## config.mk

```make
export PLATFORM = sky130hd
export DESIGN_NAME = cmos_capture_roi
export DESIGN_NICKNAME = d
export VERILOG_FILES = /design/src/rtl/cmos_capture_roi.sv
export SDC_FILE = /design/constraint.sdc
export NUM_CORES = 1
export LEC_CHECK = 0
export BUFFER_PORTS_ARGS = -buffer_cell sky130_fd_sc_hd__buf_2
export CORE_MARGIN = 1.5
export CORE_UTILIZATION = 45
export CTS_BUF_LIST = sky130_fd_sc_hd__clkbuf_4 sky130_fd_sc_hd__clkbuf_8
export CTS_CLUSTER_SIZE = 8
export DETAILED_ROUTE_END_ITERATION = 6
export PLACE_DENSITY = 0.66
export SLEW_MARGIN = 0
export SYNTH_ARGS = -nofsm -noshare
export SYNTH_HDL_FRONTEND = slang
export SYNTH_SLANG_ARGS = --single-unit
```

## constraint.sdc

```tcl
create_clock -name i_cmos_pclk -period 6.2 [get_ports i_cmos_pclk]
set_input_delay 1.24 -clock i_cmos_pclk [delete_from_list [all_inputs] [get_ports i_cmos_pclk]]
set_output_delay 1.24 -clock i_cmos_pclk [all_outputs]
set_load 0.1 [all_outputs]
```

## src/rtl/cmos_capture_roi.sv

```systemverilog
// rtl/cmos_capture_roi.sv - DVP capture with ROI crop, frame decimation and geometry measurement
module cmos_capture_roi #(
    parameter int DATA_W        = 8,
    parameter int CNT_W         = 12,
    parameter int FRAME_WAITCNT = 10,
    parameter int PCLK_FREQ     = 24_000_000,
    parameter bit VS_POL        = 1'b1,
    parameter bit HS_POL        = 1'b1
) (
    input  logic              i_cmos_pclk,
    input  logic              i_rst_n,
    input  logic              i_cmos_vsync,
    input  logic              i_cmos_href,
    input  logic [DATA_W-1:0] i_cmos_data,
    input  logic              i_cfg_en,
    input  logic [CNT_W-1:0]  i_cfg_x_start,
    input  logic [CNT_W-1:0]  i_cfg_y_start,
    input  logic [CNT_W-1:0]  i_cfg_width,
    input  logic [CNT_W-1:0]  i_cfg_height,
    input  logic [3:0]        i_cfg_skip,
    output logic              o_frame_vsync,
    output logic              o_frame_href,
    output logic [DATA_W-1:0] o_frame_data,
    output logic              o_frame_start,
    output logic              o_frame_end,
    output logic [CNT_W-1:0]  o_frame_width,
    output logic [CNT_W-1:0]  o_frame_height,
    output logic [7:0]        o_fps_rate,
    output logic              o_sync_ok
);

    localparam int                WIN      = 2 * PCLK_FREQ;
    localparam int                WIN_W    = (WIN > 1) ? $clog2(WIN) : 1;
    localparam logic [WIN_W-1:0]  WIN_LAST = WIN_W'(WIN - 1);
    localparam logic [CNT_W-1:0]  CNT_MAX  = '1;
    localparam logic [3:0]        WAIT_TGT = 4'(FRAME_WAITCNT);

    typedef enum logic [1:0] {ST_WAIT, ST_ARM, ST_RUN} state_t;

    state_t             state;
    logic [3:0]         wait_cnt;
    logic [1:0]         vs_q;
    logic [1:0]         hs_q;
    logic [DATA_W-1:0]  data_q1;
    logic [DATA_W-1:0]  data_q2;
    logic [CNT_W-1:0]   x_cnt;
    logic [CNT_W-1:0]   y_cnt;
    logic [CNT_W-1:0]   line_len;
    logic [CNT_W-1:0]   xs_l;
    logic [CNT_W-1:0]   ys_l;
    logic [CNT_W-1:0]   w_l;
    logic [CNT_W-1:0]   h_l;
    logic [3:0]         skip_cnt;
    logic               pass;
    logic [WIN_W-1:0]   win_cnt;
    logic [9:0]         fall_cnt;

    logic               vs1, vs2, hs1, hs2;
    logic               vs_rise, vs_fall, hs_fall;
    logic [CNT_W-1:0]   x_inc, y_inc;
    logic               x_in, y_in, roi, fv_next;

    assign vs1     = (vs_q[0] == VS_POL);
    assign vs2     = (vs_q[1] == VS_POL);
    assign hs1     = (hs_q[0] == HS_POL);
    assign hs2     = (hs_q[1] == HS_POL);
    assign vs_rise = vs1 & ~vs2;
    assign vs_fall = ~vs1 & vs2;
    assign hs_fall = ~hs1 & hs2;

    assign x_inc = (x_cnt == CNT_MAX) ? x_cnt : x_cnt + 1'b1;
    assign y_inc = (y_cnt == CNT_MAX) ? y_cnt : y_cnt + 1'b1;

    // One extra bit keeps start+size from wrapping near the top of the counter range
    assign x_in = ({1'b0, x_cnt} >= {1'b0, xs_l}) &&
                  ({1'b0, x_cnt} <  ({1'b0, xs_l} + {1'b0, w_l}));
    assign y_in = ({1'b0, y_cnt} >= {1'b0, ys_l}) &&
                  ({1'b0, y_cnt} <  ({1'b0, ys_l} + {1'b0, h_l}));
    assign roi     = pass & vs2 & hs2 & x_in & y_in;
    assign fv_next = vs2 & pass;

    always_ff @(posedge i_cmos_pclk or negedge i_rst_n) begin
        if (!i_rst_n) begin
            vs_q    <= '0;
            hs_q    <= '0;
            data_q1 <= '0;
            data_q2 <= '0;
        end else begin
            vs_q    <= {vs_q[0], i_cmos_vsync};
            hs_q    <= {hs_q[0], i_cmos_href};
            data_q1 <= i_cmos_data;
            data_q2 <= data_q1;
        end
    end

    // The armed state waits out one more frame so the first passed frame begins at a clean vs_rise
    always_ff @(posedge i_cmos_pclk or negedge i_rst_n) begin
        if (!i_rst_n) begin
            state     <= ST_WAIT;
            wait_cnt  <= '0;
            o_sync_ok <= 1'b0;
        end else begin
            case (state)
                ST_WAIT: begin
                    if (wait_cnt == WAIT_TGT)
                        state <= ST_ARM;
                    else if (vs_fall)
                        wait_cnt <= wait_cnt + 4'd1;
                end
                ST_ARM: begin
                    if (vs_fall) begin
                        state     <= ST_RUN;
                        o_sync_ok <= 1'b1;
                    end
                end
                ST_RUN:  o_sync_ok <= 1'b1;
                default: state <= ST_WAIT;
            endcase
        end
    end

    always_ff @(posedge i_cmos_pclk or negedge i_rst_n) begin
        if (!i_rst_n) begin
            xs_l     <= '0;
            ys_l     <= '0;
            w_l      <= '0;
            h_l      <= '0;
            pass     <= 1'b0;
            skip_cnt <= '0;
        end else begin
            if (vs_rise) begin
                xs_l <= i_cfg_x_start;
                ys_l <= i_cfg_y_start;
                w_l  <= i_cfg_width;
                h_l  <= i_cfg_height;
                pass <= (state == ST_RUN) & i_cfg_en & (skip_cnt == 4'd0);
            end
            if (state != ST_RUN)
                skip_cnt <= '0;
            else if (vs_rise)
                skip_cnt <= (skip_cnt >= i_cfg_skip) ? 4'd0 : skip_cnt + 4'd1;
        end
    end

    // x tracks the column of the pixel now in stage 2; y the line it belongs to
    always_ff @(posedge i_cmos_pclk or negedge i_rst_n) begin
        if (!i_rst_n) begin
            x_cnt          <= '0;
            y_cnt          <= '0;
            line_len       <= '0;
            o_frame_width  <= '0;
            o_frame_height <= '0;
        end else begin
            if (hs1 && hs2)
                x_cnt <= x_inc;
            else
                x_cnt <= '0;
            if (vs_rise) begin
                y_cnt    <= '0;
                line_len <= '0;
            end else if (hs_fall) begin
                y_cnt    <= y_inc;
                line_len <= x_inc;
            end
            if (vs_fall) begin
                o_frame_height <= hs_fall ? y_inc : y_cnt;
                o_frame_width  <= hs_fall ? x_inc : line_len;
            end
        end
    end

    always_ff @(posedge i_cmos_pclk or negedge i_rst_n) begin
        if (!i_rst_n) begin
            o_frame_vsync <= 1'b0;
            o_frame_start <= 1'b0;
            o_frame_end   <= 1'b0;
            o_frame_href  <= 1'b0;
            o_frame_data  <= '0;
        end else begin
            o_frame_vsync <= fv_next;
            o_frame_start <= fv_next & ~o_frame_vsync;
            o_frame_end   <= ~fv_next & o_frame_vsync;
            o_frame_href  <= roi;
            o_frame_data  <= roi ? data_q2 : '0;
        end
    end

    // A vs_fall on the terminal cycle opens the new window's count
    always_ff @(posedge i_cmos_pclk or negedge i_rst_n) begin
        if (!i_rst_n) begin
            win_cnt    <= '0;
            fall_cnt   <= '0;
            o_fps_rate <= '0;
        end else if (win_cnt == WIN_LAST) begin
            win_cnt    <= '0;
            o_fps_rate <= fall_cnt[9] ? 8'hFF : fall_cnt[8:1];
            fall_cnt   <= vs_fall ? 10'd1 : 10'd0;
        end else begin
            win_cnt <= win_cnt + 1'b1;
            if (vs_fall && fall_cnt != 10'h3FF)
                fall_cnt <= fall_cnt + 10'd1;
        end
    end

endmodule

```

After elaboration in Yosys (flattened, before gate mapping)
Index checks and enable logic that the tools add are counted.
- output and inout port bits: 45
- bits in registers: 196
- eq/ne operators: 10
- bitwise gates (word level): 18
- $add $sub $neg: 8
- reductions and logical operators: 12
- order comparisons: 5
- muxes and demuxes: 21
- operators by type and width (cell ; count):
    12-bit 2-to-1 mux ; 7
    12-bit by 12-bit adder with 13-bit output ; 2
    26-bit by 1-bit adder with 26-bit output, second input constant ; 1
    26-bit equality test, second input constant ; 1
    12-bit by 13-bit less-than comparator with 1-bit output ; 2
    26-bit 2-to-1 mux ; 1
    12-bit by 1-bit adder with 12-bit output, second input constant ; 2
    12-bit equality test, second input constant ; 2
    12-bit >= comparator ; 2
    10-bit 2-to-1 mux ; 2
    8-bit 2-to-1 mux ; 2
    4-bit 2-to-1 mux ; 3
    1-bit AND ; 11
    10-bit by 1-bit adder with 10-bit output, second input constant ; 1
    10-bit != test, second input constant ; 1
    4-bit by 1-bit adder with 4-bit output, second input constant ; 2
    1-bit inverter ; 7
    2-bit != test, second input constant ; 3
    2-bit one-hot mux with 3 select lines ; 1
    3-bit AND reduction ; 2
    2-bit nonzero test ; 3
    4-bit equality test, second input constant ; 1
    4-bit >= comparator ; 1
    1-bit logical AND ; 4
    8 further kinds ; 10

Longest topological paths before layout
- depth in word-level cells: 6
- depth in mapped cells: 17
- mapped depth without buffers: 16

Worst setup path after synthesis
No wires, ideal clock.
- path type: register to register
- start: register ys_l[0]
- end: register o_frame_data[0]
- data arrival time: 3086 ps
- setup slack: 3028 ps
- cell stages (with the launch flop): 14
- path buffers: 0
- cells stage by stage: dfrtp_1 ha_1 fa_1 a211oi_1 o211ai_1 nand4_1 nand2_1 xnor2_1 ha_1 a2111o_1 a2111oi_0 o31a_1 o41ai_2 nor3_1
- cells in the longest elaborated chain, start to end: 5
- RTL lines (element ; line ; RTL):
    from (decl) ; 50 ; logic [CNT_W-1:0] ys_l;
    from (signal assigned) ; 133 ; ys_l <= i_cfg_y_start;
    12-bit by 12-bit adder with 13-bit output ; 78 ; ({1'b0, y_cnt} < ({1'b0, ys_l} + {1'b0, h_l}));
    12-bit by 13-bit less-than comparator with 1-bit output ; 78 ;
    1-bit logical AND * ; 77 ; assign y_in = ({1'b0, y_cnt} >= {1'b0, ys_l}) &&
    1-bit AND * ; 79 ; assign roi = pass & vs2 & hs2 & x_in & y_in;
    8-bit 2-to-1 mux * ; 184 ; o_frame_data <= roi ? data_q2 : '0;
    to (signal assigned) ; 184 ;
    to (decl) ; 23 ; output logic [DATA_W-1:0] o_frame_data,
Mark *: on every way between the ends. The rest lies on a longest branch, timed or not.
A chain may end at the register's enable or synchronous reset.

Worst setup path in the final report
Ends and elaborated chain as after synthesis.

==> results by group <==
Status
  – Status: complete, no violations

Drt
  – DRT Pass-1 Iters: 4
  – DR vias/cell: 5.14
  – Post-DRT Antenna Nets: 0
  – Via count: 7325
  – Total Wirelength: 21400 um
  – First-iteration detailed-routing DRC count: 294
  – Avg WL per Cell: 15.0 um
  – Drt drc: 0

Hold path
  – WHS Path Cells: 0
  – HP Class: reg -> reg
  – Hold Startpoint: data_q1[0]

Die
  – Horiz. Die Dim: 152 um
  – # rows: 54
  – Ports: 110
  – Die area: 23100 sq um
  – Initial Util: 0.458
  – Die height: 152 um
  – Core Footprint: 21800 sq um

Global routing
  – Antenna violations before repair: 0
  – GRT busiest layer: met2
  – Met1 Track Usage GR: 0.271
  – First-pass GRT wire length: 36500 um
  – Global Route met2 Usage: 0.310
  – Largest net degree at the start of global routing: 70
  – Global route total overflow: 0
  – M3 GR Usage: 0.0379
  – Gr usage total: 0.195
  – Vias in the first global route: 7355

Critical path
  – Worst R2R Path Depth: 13
  – Crit path from: ys_l[0]
  – Critical Path RT: 6.60 ns
  – Worst r2r src: ys_l[0]
  – CP arrival: 4.00 ns
  – Max FO, Critical Path: 9
  – Crit Path Class: reg -> reg
  – CP endpoint kind: register
  – Startpoint types: register

Timing
  – Relative slew slack: 0.384
  – Fin crit period: 3.60 ns
  – Total negative slack: 0 ns
  – Worst setup slack after layout: 2.60 ns
  – Unrepaired setup endpoints after global routing: false
  – Max Transition Viols Final: 0
  – Final Setup Violations: 0
  – Clk_skew: 0.0174 ns
  – Fmax: 278 MHz
  – Worst-Margin Slew: 0.922 ns
  – Final Hold Viols: 0
  – Final period util: 0.580

Layout
  – Nets@finish: 1282
  – Leading cell type in the layout, fill and taps excluded: dfrtp_1
  – Number of fill cells in the layout: 2071
  – Commonest cells after routing, fill and taps aside: dfrtp_1 (196), nand2_1 (172), buf_2 (108)
  – Share of layout cells above drive strength 1: 0.139
  – N_diodes: 0
  – Syn-to-layout area delta: 12.5%

Flow run
  – MaxCap Viol Count: 0

Clocking
  – CTS tree: yes
  – Clock buffer depth: 2
  – Post-CTS Repair Setup Buffers: 0
  – Hold_buf cts: 0
  – CTS-repair resized insts: 0
  – Clock slew at reported path FFs: 0.10 ns
  – Clk sink count: 196
  – Num CTS Buffers: 17
  – Clk_lat worst skew: 0.49 ns
  – CTS root buf: clkbuf_8
  – CTS H-tree depth: 4

Pwr
  – Total power: 3.04 mW
  – Pleak: 5.71 nW
  – Pwr Density: 270 nW/um^2
  – Max VDD drop: 0.169 mV

Logic synthesis
  – Syn nets: 1180
  – Synth Area per Inst: 9.70 sq um
  – Post-Syn Area: 10000 sq um
  – Synthesized flop and latch total: 196
  – Ys Warns: 0
  – EDFF count, synth: 0
  – Mapped Cells: 1031
  – Post-synth ARST share: 1.00
  – Post-synthesis sequential area ratio: 0.490
  – Top_reg_cell synth: dfrtp_1
  – Synth unique cells: 57

Placement
  – Dpl hpwl: 15600 um
  – Placer Congestion: 0.862
  – PortBufs: 109
  – Post-placement worst setup slack: 2.62 ns
## through the flow
step                hold slack, ns  utilization  instances  instance area (sq um)
finish                       0.351        0.516       1426                  11300
CTS                          0.359        0.516       1426                  11300
detailed placement           0.336        0.495       1394                  10800
floorplan                    0.331            -       1031                  10000
global route                 0.358        0.516       1426                  11300
global placement             0.336        0.495       1394                  10800
## cells by family after synthesis
family,after synthesis,share of synthesized area
DFF,196,0.490
xor gates and xnor gates,66,0.0578
and+or+nand+nor,410,0.188
AOI/OAI and AO/OA,184,0.115
adders and majority gates,84,0.107
muxes,8,0.00825
buffers and inverters,83,0.0343
## final cells by class
class                   instances  area, sq um  share of cell area
inverters                      51          191              0.0170
clock buffers                  17          234              0.0208
clock inverters                15          213              0.0189
repair buffers                115          599              0.0532
well taps                     280          350              0.0311
multi-input cells             752         4770               0.423
flip-flops and latches        196         4900               0.436
## critical path, cell delays in order, from the launching register on
cell,delay (ns)
dfrtp_1,0.42
ha_1,0.25
fa_1,0.44
a211oi_1,0.32
o211ai_1,0.17
nand4_1,0.14
nand2_1,0.08
xnor2_1,0.13
ha_1,0.29
a2111o_1,0.39
a2111oi_0,0.31
o31a_1,0.25
o41ai_2,0.18
nor3_1,0.18
## state kept, by name (all words and copies together), names as in the netlist, 2 cells and up
signal,flops
data_q1,8
data_q2,8
fall_cnt,10
h_l,12
hs_q,2
line_len,12
o_fps_rate,8
o_frame_data,8
o_frame_height,12
o_frame_width,12
skip_cnt,4
state,2
vs_q,2
w_l,12
wait_cnt,4
win_cnt,26
x_cnt,12
xs_l,12
y_cnt,12
ys_l,12
## per-layer routing
layer  routed length [um]  part of all wire  vias to the layer above
met3                  819             0.038                       20
met5                    0                 0                        -
met2                 9940              0.47                      120
met1                10300              0.48                     3463
li1                     -                 -                     3722
met4                  341             0.016                        0
## Yosys cell counts (all sizes together), types with 2 or more instances
| library cell | number | area share |
|---|---|---|
| o31ai | 6 | 0.0045 |
| nor2b | 7 | 0.0044 |
| nand2 | 172 | 0.065 |
| buf | 8 | 0.0061 |
| xor2 | 33 | 0.029 |
| a21boi | 2 | 0.0015 |
| o21a | 12 | 0.0090 |
| and3 | 10 | 0.0063 |
| clkbuf | 24 | 0.0090 |
| fa | 2 | 0.0040 |
| o211ai | 5 | 0.0038 |
| dfrtp | 196 | 0.49 |
| nor2 | 108 | 0.041 |
| o31a | 4 | 0.0035 |
| a211oi | 9 | 0.0073 |
| o2111ai | 3 | 0.0026 |
| and4 | 8 | 0.0070 |
| o21ai | 73 | 0.037 |
| nand2b | 13 | 0.0081 |
| nor4 | 8 | 0.0080 |
| a21oi | 34 | 0.017 |
| xnor2 | 33 | 0.029 |
| or4b | 2 | 0.0024 |
| nand4 | 16 | 0.010 |
| o41ai | 3 | 0.0034 |
| inv | 51 | 0.019 |
| ha | 82 | 0.10 |
| mux2i | 6 | 0.0060 |
| o22ai | 2 | 0.0013 |
| mux2 | 2 | 0.0023 |
| a21o | 20 | 0.015 |
| nand3 | 24 | 0.012 |
| a31oi | 3 | 0.0019 |
| nor3 | 23 | 0.012 |
| and2 | 12 | 0.0075 |
| or3 | 2 | 0.0013 |
## worst paths after layout
path,endpoint,slack [ns]
min,data_q2[0],0.35
max reg2reg,o_frame_data[0],2.60
max,o_frame_data[0],2.60
min reg2reg,data_q2[0],0.35
max in group asynchronous,o_fps_rate[3],4.17
min in group asynchronous,o_frame_height[6],0.72
## power breakdown
part	internal, mW	switching, mW	leakage, nW	total, mW
Combinational	0.253	0.423	2.93	0.676
Clock	0.386	0.518	0.220	0.904
Sequential	1.38	0.0835	2.56	1.46
Total	2.02	1.03	5.71	3.04
No activity file was read; power rests on OpenSTA's default activity.
